==> config.mk <==
export PLATFORM = sky130hd
export DESIGN_NAME = ola_recorder_flat
export DESIGN_NICKNAME = d
export VERILOG_FILES = /design/src/rtl/ola_recorder_if.sv /design/src/rtl/ola_recorder.sv /design/src/flat_wrapper.sv
export SDC_FILE = /design/constraint.sdc
export NUM_CORES = 1
export LEC_CHECK = 0
export BUFFER_PORTS_ARGS = -buffer_cell sky130_fd_sc_hd__buf_2
export CAP_MARGIN = 20
export CORE_MARGIN = 8
export CORE_UTILIZATION = 61
export DETAILED_ROUTE_END_ITERATION = 16
export GPL_TIMING_DRIVEN = 0
export PLACE_DENSITY_LB_ADDON = 0.25
export SLEW_MARGIN = 20
export SYNTH_ARGS = -nofsm -noshare
export SYNTH_HDL_FRONTEND = slang
export SYNTH_SLANG_ARGS = --single-unit
==> constraint.sdc <==
create_clock -name clock -period 3.25 [get_ports clock]
set_clock_uncertainty 0.05 [all_clocks]
set_input_delay 0.1625 -clock clock [delete_from_list [all_inputs] [get_ports clock]]
set_output_delay 0.1625 -clock clock [all_outputs]
set_load 0.01 [all_outputs]
==> src/rtl/ola_recorder_if.sv <==
// ola_recorder_if
//   Stream bundle around the recorder: the sample stream arriving from the
//   trigger stage and the readout stream leaving towards the host interface.
//
//   Signals:
//     in_valid / in_sample / in_trigger : sample strobe, data, trigger flag
//     rd_valid / rd_ready / rd_data / rd_last : readout stream
//     rd_trigger : marks the triggering word (only with OLA_RECORDER_TRIGGER_MARK_EN)
//
//   Modports:
//     master : the environment (drives in_* and rd_ready)
//     slave  : the recorder (consumes in_*, drives rd_*)
//
//   Optional feature macro: OLA_RECORDER_TRIGGER_MARK_EN adds rd_trigger.
interface ola_recorder_if #(
  parameter int sample_width = 8
);
  logic                    in_valid;
  logic [sample_width-1:0] in_sample;
  logic                    in_trigger;
  logic                    rd_valid;
  logic                    rd_ready;
  logic [sample_width-1:0] rd_data;
  logic                    rd_last;
`ifdef OLA_RECORDER_TRIGGER_MARK_EN
  logic                    rd_trigger;

  modport master (
    output in_valid, in_sample, in_trigger, rd_ready,
    input  rd_valid, rd_data, rd_last, rd_trigger
  );
  modport slave (
    input  in_valid, in_sample, in_trigger, rd_ready,
    output rd_valid, rd_data, rd_last, rd_trigger
  );
`else
  modport master (
    output in_valid, in_sample, in_trigger, rd_ready,
    input  rd_valid, rd_data, rd_last
  );
  modport slave (
    input  in_valid, in_sample, in_trigger, rd_ready,
    output rd_valid, rd_data, rd_last
  );
`endif
endinterface

==> src/rtl/ola_recorder.sv <==
// ola_recorder
//   Logic-analyser capture buffer. While armed, every valid sample goes into a
//   circular buffer so pre-trigger history is kept. A qualified trigger latches
//   the post-trigger count; once that many further samples are stored the
//   recorder stops and plays the buffer back oldest-first.
//
//   Ports:
//     clock, reset        : rising-edge clock, synchronous active-high reset
//     ctl_arm             : pulse, start a capture (only from IDLE)
//     ctl_abort           : pulse, back to IDLE from any state (beats ctl_arm)
//     ctl_post_count      : post-trigger sample count, latched at trigger
//     bus (slave)         : in_* sample stream in, rd_* readout stream out
//     status_state        : 0=IDLE 1=ARMED 2=POST 3=READ (the state register)
//     status_fill         : words currently held, saturating at depth
//
//   Optional feature macro: OLA_RECORDER_TRIGGER_MARK_EN stores the trigger
//   flag beside each sample and returns it on bus.rd_trigger.
//
//   Readout handshake: a word moves when rd_valid && rd_ready at a rising edge.
//   Once rd_valid is high, rd_valid/rd_data/rd_last stay unchanged until that
//   transfer happens; rd_valid never depends combinationally on rd_ready.
module ola_recorder #(
  parameter int sample_width = 8,
  parameter int addr_width   = 4
) (
  input  logic                  clock,
  input  logic                  reset,
  input  logic                  ctl_arm,
  input  logic                  ctl_abort,
  input  logic [addr_width-1:0] ctl_post_count,
  ola_recorder_if.slave         bus,
  output logic [1:0]            status_state,
  output logic [addr_width:0]   status_fill
);
  localparam int depth = 2 ** addr_width;
`ifdef OLA_RECORDER_TRIGGER_MARK_EN
  localparam int mem_width = sample_width + 1;
`else
  localparam int mem_width = sample_width;
`endif
  localparam logic [addr_width:0]   fill_max = (addr_width + 1)'(depth);
  localparam logic [addr_width:0]   one_f    = (addr_width + 1)'(1);
  localparam logic [addr_width-1:0] one_a    = addr_width'(1);

  typedef enum logic [1:0] {
    st_idle  = 2'd0,
    st_armed = 2'd1,
    st_post  = 2'd2,
    st_read  = 2'd3
  } state_t;

  state_t state, state_nxt;

  logic [addr_width-1:0] wr_ptr, wr_ptr_nxt;
  logic [addr_width:0]   fill, fill_nxt;
  logic [addr_width-1:0] post_left;
  logic                  wr_en, trig_hit, enter_read;
  logic [mem_width-1:0]  wr_word;

  logic [mem_width-1:0]  mem [depth];
  logic [mem_width-1:0]  mem_q;
  logic [addr_width-1:0] rd_addr;
  logic [addr_width:0]   issue_left;
  logic                  q_valid, q_last;
  logic                  out_free, move_q, issue;

  // Write side: only ARMED/POST record, and an abort suppresses the write.
  always_comb begin
    wr_en      = 1'b0;
    if (!ctl_abort && (state == st_armed || state == st_post)) wr_en = bus.in_valid;
    trig_hit   = wr_en && (state == st_armed) && bus.in_trigger;
    wr_ptr_nxt = wr_en ? wr_ptr + one_a : wr_ptr;
    fill_nxt   = fill;
    if (wr_en && fill != fill_max) fill_nxt = fill + one_f;
  end

`ifdef OLA_RECORDER_TRIGGER_MARK_EN
  assign wr_word = {trig_hit, bus.in_sample};
`else
  assign wr_word = bus.in_sample;
`endif

  always_comb begin
    state_nxt = state;
    unique case (state)
      st_idle:  if (ctl_arm) state_nxt = st_armed;
      st_armed: if (trig_hit) state_nxt = (ctl_post_count == '0) ? st_read : st_post;
      st_post:  if (wr_en && post_left == one_a) state_nxt = st_read;
      st_read:  if (bus.rd_valid && bus.rd_ready && bus.rd_last) state_nxt = st_idle;
      default:  state_nxt = st_idle;
    endcase
    if (ctl_abort) state_nxt = st_idle;
  end

  assign enter_read = (state != st_read) && (state_nxt == st_read);

  // Two-stage read pipe: mem_q is the prefetched word, rd_* the output stage.
  // A new address is issued whenever the prefetch slot is (or is becoming) empty.
  assign out_free = !bus.rd_valid || bus.rd_ready;
  assign move_q   = (state == st_read) && q_valid && out_free;
  assign issue    = (state == st_read) && (issue_left != '0) && (!q_valid || out_free);

  always_ff @(posedge clock) begin
    if (reset) state <= st_idle;
    else       state <= state_nxt;
  end

  always_ff @(posedge clock) begin
    if (wr_en) mem[wr_ptr] <= wr_word;
    if (issue) mem_q <= mem[rd_addr];
  end

  always_ff @(posedge clock) begin
    if (reset) begin
      wr_ptr       <= '0;
      fill         <= '0;
      post_left    <= '0;
      rd_addr      <= '0;
      issue_left   <= '0;
      q_valid      <= 1'b0;
      q_last       <= 1'b0;
      bus.rd_valid <= 1'b0;
      bus.rd_last  <= 1'b0;
      bus.rd_data  <= '0;
`ifdef OLA_RECORDER_TRIGGER_MARK_EN
      bus.rd_trigger <= 1'b0;
`endif
    end else begin
      if (state == st_idle && ctl_arm && !ctl_abort) begin
        wr_ptr <= '0;
        fill   <= '0;
      end else begin
        wr_ptr <= wr_ptr_nxt;
        fill   <= fill_nxt;
      end

      if (trig_hit)                        post_left <= ctl_post_count;
      else if (wr_en && state == st_post)  post_left <= post_left - one_a;

      if (ctl_abort) begin
        issue_left   <= '0;
        q_valid      <= 1'b0;
        q_last       <= 1'b0;
        bus.rd_valid <= 1'b0;
        bus.rd_last  <= 1'b0;
`ifdef OLA_RECORDER_TRIGGER_MARK_EN
        bus.rd_trigger <= 1'b0;
`endif
      end else begin
        // Oldest word sits fill places behind the write pointer; with a full
        // buffer the low bits of fill are zero, so that is wr_ptr itself.
        if (enter_read) begin
          rd_addr    <= wr_ptr_nxt - fill_nxt[addr_width-1:0];
          issue_left <= fill_nxt;
        end else if (issue) begin
          rd_addr    <= rd_addr + one_a;
          issue_left <= issue_left - one_f;
        end

        if (issue)       q_valid <= 1'b1;
        else if (move_q) q_valid <= 1'b0;
        if (issue)       q_last  <= (issue_left == one_f);

        if (move_q) begin
          bus.rd_valid <= 1'b1;
          bus.rd_data  <= mem_q[sample_width-1:0];
          bus.rd_last  <= q_last;
`ifdef OLA_RECORDER_TRIGGER_MARK_EN
          bus.rd_trigger <= mem_q[sample_width];
`endif
        end else if (bus.rd_valid && bus.rd_ready) begin
          bus.rd_valid <= 1'b0;
          bus.rd_last  <= 1'b0;
`ifdef OLA_RECORDER_TRIGGER_MARK_EN
          bus.rd_trigger <= 1'b0;
`endif
        end
      end
    end
  end

  assign status_state = state;
  assign status_fill  = fill;
endmodule

==> src/flat_wrapper.sv <==
// flat-port wrapper written by rule: the top's interface ports become plain ports
module ola_recorder_flat 
#(
  parameter int sample_width = 8,
  parameter int addr_width   = 4
)
  (clock, reset, ctl_arm, ctl_abort, ctl_post_count, status_state, status_fill, bus_in_valid, bus_in_sample, bus_in_trigger, bus_rd_ready, bus_rd_valid, bus_rd_data, bus_rd_last);
  ola_recorder_if #(.sample_width(sample_width)) bus_i ();
  input  logic clock;
  input  logic reset;
  input  logic ctl_arm;
  input  logic ctl_abort;
  input  logic [addr_width-1:0] ctl_post_count;
  output logic [1:0] status_state;
  output logic [addr_width:0] status_fill;
  input wire logic [$bits(bus_i.in_valid)-1:0] bus_in_valid;
  input wire logic [$bits(bus_i.in_sample)-1:0] bus_in_sample;
  input wire logic [$bits(bus_i.in_trigger)-1:0] bus_in_trigger;
  input wire logic [$bits(bus_i.rd_ready)-1:0] bus_rd_ready;
  output wire logic [$bits(bus_i.rd_valid)-1:0] bus_rd_valid;
  output wire logic [$bits(bus_i.rd_data)-1:0] bus_rd_data;
  output wire logic [$bits(bus_i.rd_last)-1:0] bus_rd_last;
  assign bus_i.in_valid = bus_in_valid;
  assign bus_i.in_sample = bus_in_sample;
  assign bus_i.in_trigger = bus_in_trigger;
  assign bus_i.rd_ready = bus_rd_ready;
  assign bus_rd_valid = bus_i.rd_valid;
  assign bus_rd_data = bus_i.rd_data;
  assign bus_rd_last = bus_i.rd_last;
  ola_recorder #(.sample_width(sample_width), .addr_width(addr_width)) u_core (.clock(clock), .reset(reset), .ctl_arm(ctl_arm), .ctl_abort(ctl_abort), .ctl_post_count(ctl_post_count), .bus(bus_i), .status_state(status_state), .status_fill(status_fill));
endmodule
==> flow_summary.json <==
{
  "port_buffers": 34,
  "grt_use_met3_pct": 5.86,
  "rows": 40,
  "dp_hpwl_um": 10300,
  "worstMarginPinSlew_ns": 0.794,
  "layout_min_cycle_time_ns": 3.08,
  "io_pins": 36,
  "fin_nets": 536,
  "hold_class": "in -> reg",
  "synth_fa_ha_area_share_pct": 3.55,
  "postSynthCellCount": 439,
  "min_period_over_period_pct": 94.9,
  "final_cell_mix": "136 x edfxtp_1, 40 x mux4_2, 37 x buf_2",
  "p_per_area_nw_per_um2": 537,
  "vias_per_cell": 6.38,
  "ys.flop_type": "edfxtp_1",
  "fp.dieW_um": 125,
  "fp.dieH_um": 125,
  "crit_slowest_cell": "mux2i_1",
  "clockBufferDepth": 2,
  "yosysWarnings": 0,
  "synth_top_family_by_area": "multiplexers",
  "drc": 0,
  "avgRoutedWirePerCell_um": 23.3,
  "crit_chain": "inv_1 -> ha_1 -> and3b_1 -> buf_6 -> nand2_1 -> mux2i_1 -> ha_1 -> a21oi_1 -> xnor3_1 -> a2111oi_2",
  "whs_path_depth": 3,
  "numCtsBuffers": 17,
  "antenna_cells": 0,
  "ys_seq_elements": 172,
  "switchingPower_mw": 0.991,
  "crit_path_max_fanout": 10,
  "busiest_layer": "met2",
  "slew_headroom_pct": 46.8,
  "grt_max_degree": 17,
  "grt_use_met2_pct": 31.6,
  "fmax_mhz": 324,
  "ir_drop_uv": 466,
  "setup_viol": 0,
  "ant_nets": 0,
  "finalMaxSlewViolations": 0,
  "areaGrowthSynthToFinish_pct": 13.2,
  "routed_wl_um": 15300,
  "syn_nets": 478,
  "place_ws_ns": -0.233,
  "comb_power_share_pct": 3.9,
  "clock_latency_ns": 0.44,
  "grt_pass1_wl_um": 23500,
  "worst_setup_path_end_kind": "flip-flop",
  "clkPwrFrac_pct": 42.3,
  "gp_congestion": 0.859,
  "dieArea_um2": 15700,
  "fin_hold_ws_ns": 0.0213,
  "seqPwrFrac_pct": 53.9,
  "crit_type": "reg -> reg",
  "fin_tns_setup_ns": 0,
  "final_layout_size_suffix_gt1_share_pct": 23.9,
  "r2r_cells": 10,
  "final_common_cell": "edfxtp_1",
  "yosysSeqAreaShare_pct": 66.1,
  "syn_area_per_cell_um2": 16.6,
  "synthTopCellsByArea": "edfxtp_1 56%, mux4_2 12%, dfxtp_1 9.9%, ha_1 3.3%, mux2i_1 1.8%",
  "arrival_ns": 3.37,
  "cts_tree": "yes",
  "first_pass_iters": 5,
  "fillers": 763,
  "track_usage_pct": 20.3,
  "p_leak_nw": 2.72,
  "setup_slack_ns": 0.166,
  "synth_area_um2": 7270,
  "grt.overflow.total": 0,
  "core_area_um2": 11800,
  "clock-sinks": 172,
  "synth_xor_area_share_pct": 1.98,
  "antenna_found_initial": 2,
  "async_flop_share_pct": 0,
  "yosys.area.top_type_share_pct": 56.2,
  "yosysUniqueCellTypes": 55,
  "final_hold_viol_count": 0,
  "switching_share_pct": 22.4,
  "status": "completed",
  "finalPower_mw": 4.42,
  "final_cells": 657,
  "route.vias.total": 4189,
  "cts_root_buffer": "clkbuf_16",
  "synth_edf_count": 136,
  "max_cap_violations": 0,
  "start_util_pct": 61.5,
  "crit_path_start_kind": "flip-flop",
  "htree_levels": 4,
  "path_common_cell": "ha_1",
  "muxShareOfSynthArea_pct": 14.3,
  "synthSimpleGateAreaFrac_pct": 7.25,
  "cp_data_required_time_ns": 3.53,
  "intPower_mw": 3.43,
  "met1_usage_pct": 26.2,
  "dp_cells": 620,
  "synth_compound_area_share_pct": 4.65,
  "clk_pin_slew_ns": 0.07,
  "grt_pass1_vias": 4116,
  "cpPeakStageDelay_ns": 0.44,
  "synth_top_cell_by_area": "edfxtp_1",
  "drt_iter0_drc": 452
}
==> cell type report <==
| class | instances | area [um^2] | share of cell area, % |
|---|---|---|---|
| sequential | 172 | 4810 | 58.4 |
| multi-input combinational | 229 | 2320 | 28.2 |
| clock buffer | 18 | 429 | 5.21 |
| timing repair buffer | 39 | 218 | 2.65 |
| tap | 147 | 184 | 2.23 |
| clock inverter | 14 | 113 | 1.37 |
| buffer | 18 | 80.1 | 0.973 |
| inverter | 20 | 75.1 | 0.912 |
==> power groups by stage <==
stage          registers [mW]  logic [mW]  clock network, mW
2_1_floorplan            2.43      0.0937                  0
3_3_place_gp             2.43       0.156                  0
3_5_place_dp             2.43       0.164                  0
4_1_cts                  2.38       0.169               1.88
5_1_grt                  2.38       0.186               1.95
6_report                 2.38       0.171               1.87
==> path summary, 6_finish.rpt <==
path | from | endpoint | slack (ns)
worst max register to register | u_core.status_state[0]$_SDFF_PP0_ | u_core.rd_addr[3]$_SDFFE_PP0P_ | 0.17
worst min register to register | u_core.q_last$_SDFFE_PP0P_ | u_core.q_last$_SDFFE_PP0P_ | 0.41
worst max-delay path | u_core.status_state[0]$_SDFF_PP0_ | u_core.rd_addr[3]$_SDFFE_PP0P_ | 0.17
worst min-delay path | ctl_arm | u_core.status_state[0]$_SDFF_PP0_ | 0.02
==> through the flow <==
step | cell area (um^2) | util (%)
2_1_floorplan | 7270 | -
3_3_place_gp | 7620 | 64.5
3_5_place_dp | 7620 | 64.5
4_1_cts | 8220 | 69.6
5_1_grt | 8230 | 69.7
6_report | 8230 | 69.7
==> kinds of logic (layout without fill, tap and decap cells) <==
group,count (synthesis),in the layout
muxes,54,54
buffers and inverters,38,109
AOI/OAI and AO/OA,48,48
and+or+nand+nor,93,93
adders and majority gates,20,20
DFF,172,172
xor gates and xnor gates,14,14
==> registers in the layout, summed over array words and instances (netlist names) <==
register	flops
u_core.q_valid	1
u_core.mem_q	8
u_core.bus.rd_data	8
u_core.issue_left	5
u_core.post_left	4
u_core.status_state	2
u_core.rd_addr	4
u_core.wr_ptr	4
u_core.mem	128
u_core.q_last	1
u_core.bus.rd_last	1
u_core.bus.rd_valid	1
u_core.status_fill	5
==> routing by layer <==
metal,share of wire (%),vias to the layer above
li1,-,1848
met1,41,2136
met2,50,165
met3,7.6,36
met4,1.9,4
met5,0.17,-
==> synthesized netlist by cell type (all sizes together), types with 2 or more instances <==
cell type	n
edfxtp	136
mux4	40
dfxtp	36
nor2	23
inv	20
ha	19
and2	17
a21oi	14
clkbuf	13
mux2i	13
xnor2	10
a211oi	8
nand3	8
nor3	8
nand2	7
a31oi	6
o21ai	6
buf	5
nand4	5
nand4b	4
nor2b	4
nor4	4
nand3b	3
xor2	3
a41oi	2
or3	2
or4b	2
==> worst max-delay path: cells and delay by family, from the launching register on <==
| family | cells | cell delay [ns] |
|---|---|---|
| adder cells (fa/ha/maj) | 2 | 0.72 |
| flip-flops | 1 | 0.40 |
| AND/OR/NAND/NOR | 2 | 0.31 |
| multiplexers | 1 | 0.44 |
| AO/OA/AOI/OAI | 2 | 0.54 |
| XOR/XNOR | 1 | 0.28 |
| buffers and inverters | 2 | 0.24 |
==> timing repair <==
item	CTS	global route
setup endpoints to repair	1	2
hold endpoints to repair	4	0
gates cloned	0	0
hold buffers	4	0
setup buffers	1	0
resized for setup	2	3
Power figures use the tool's default switching activity.
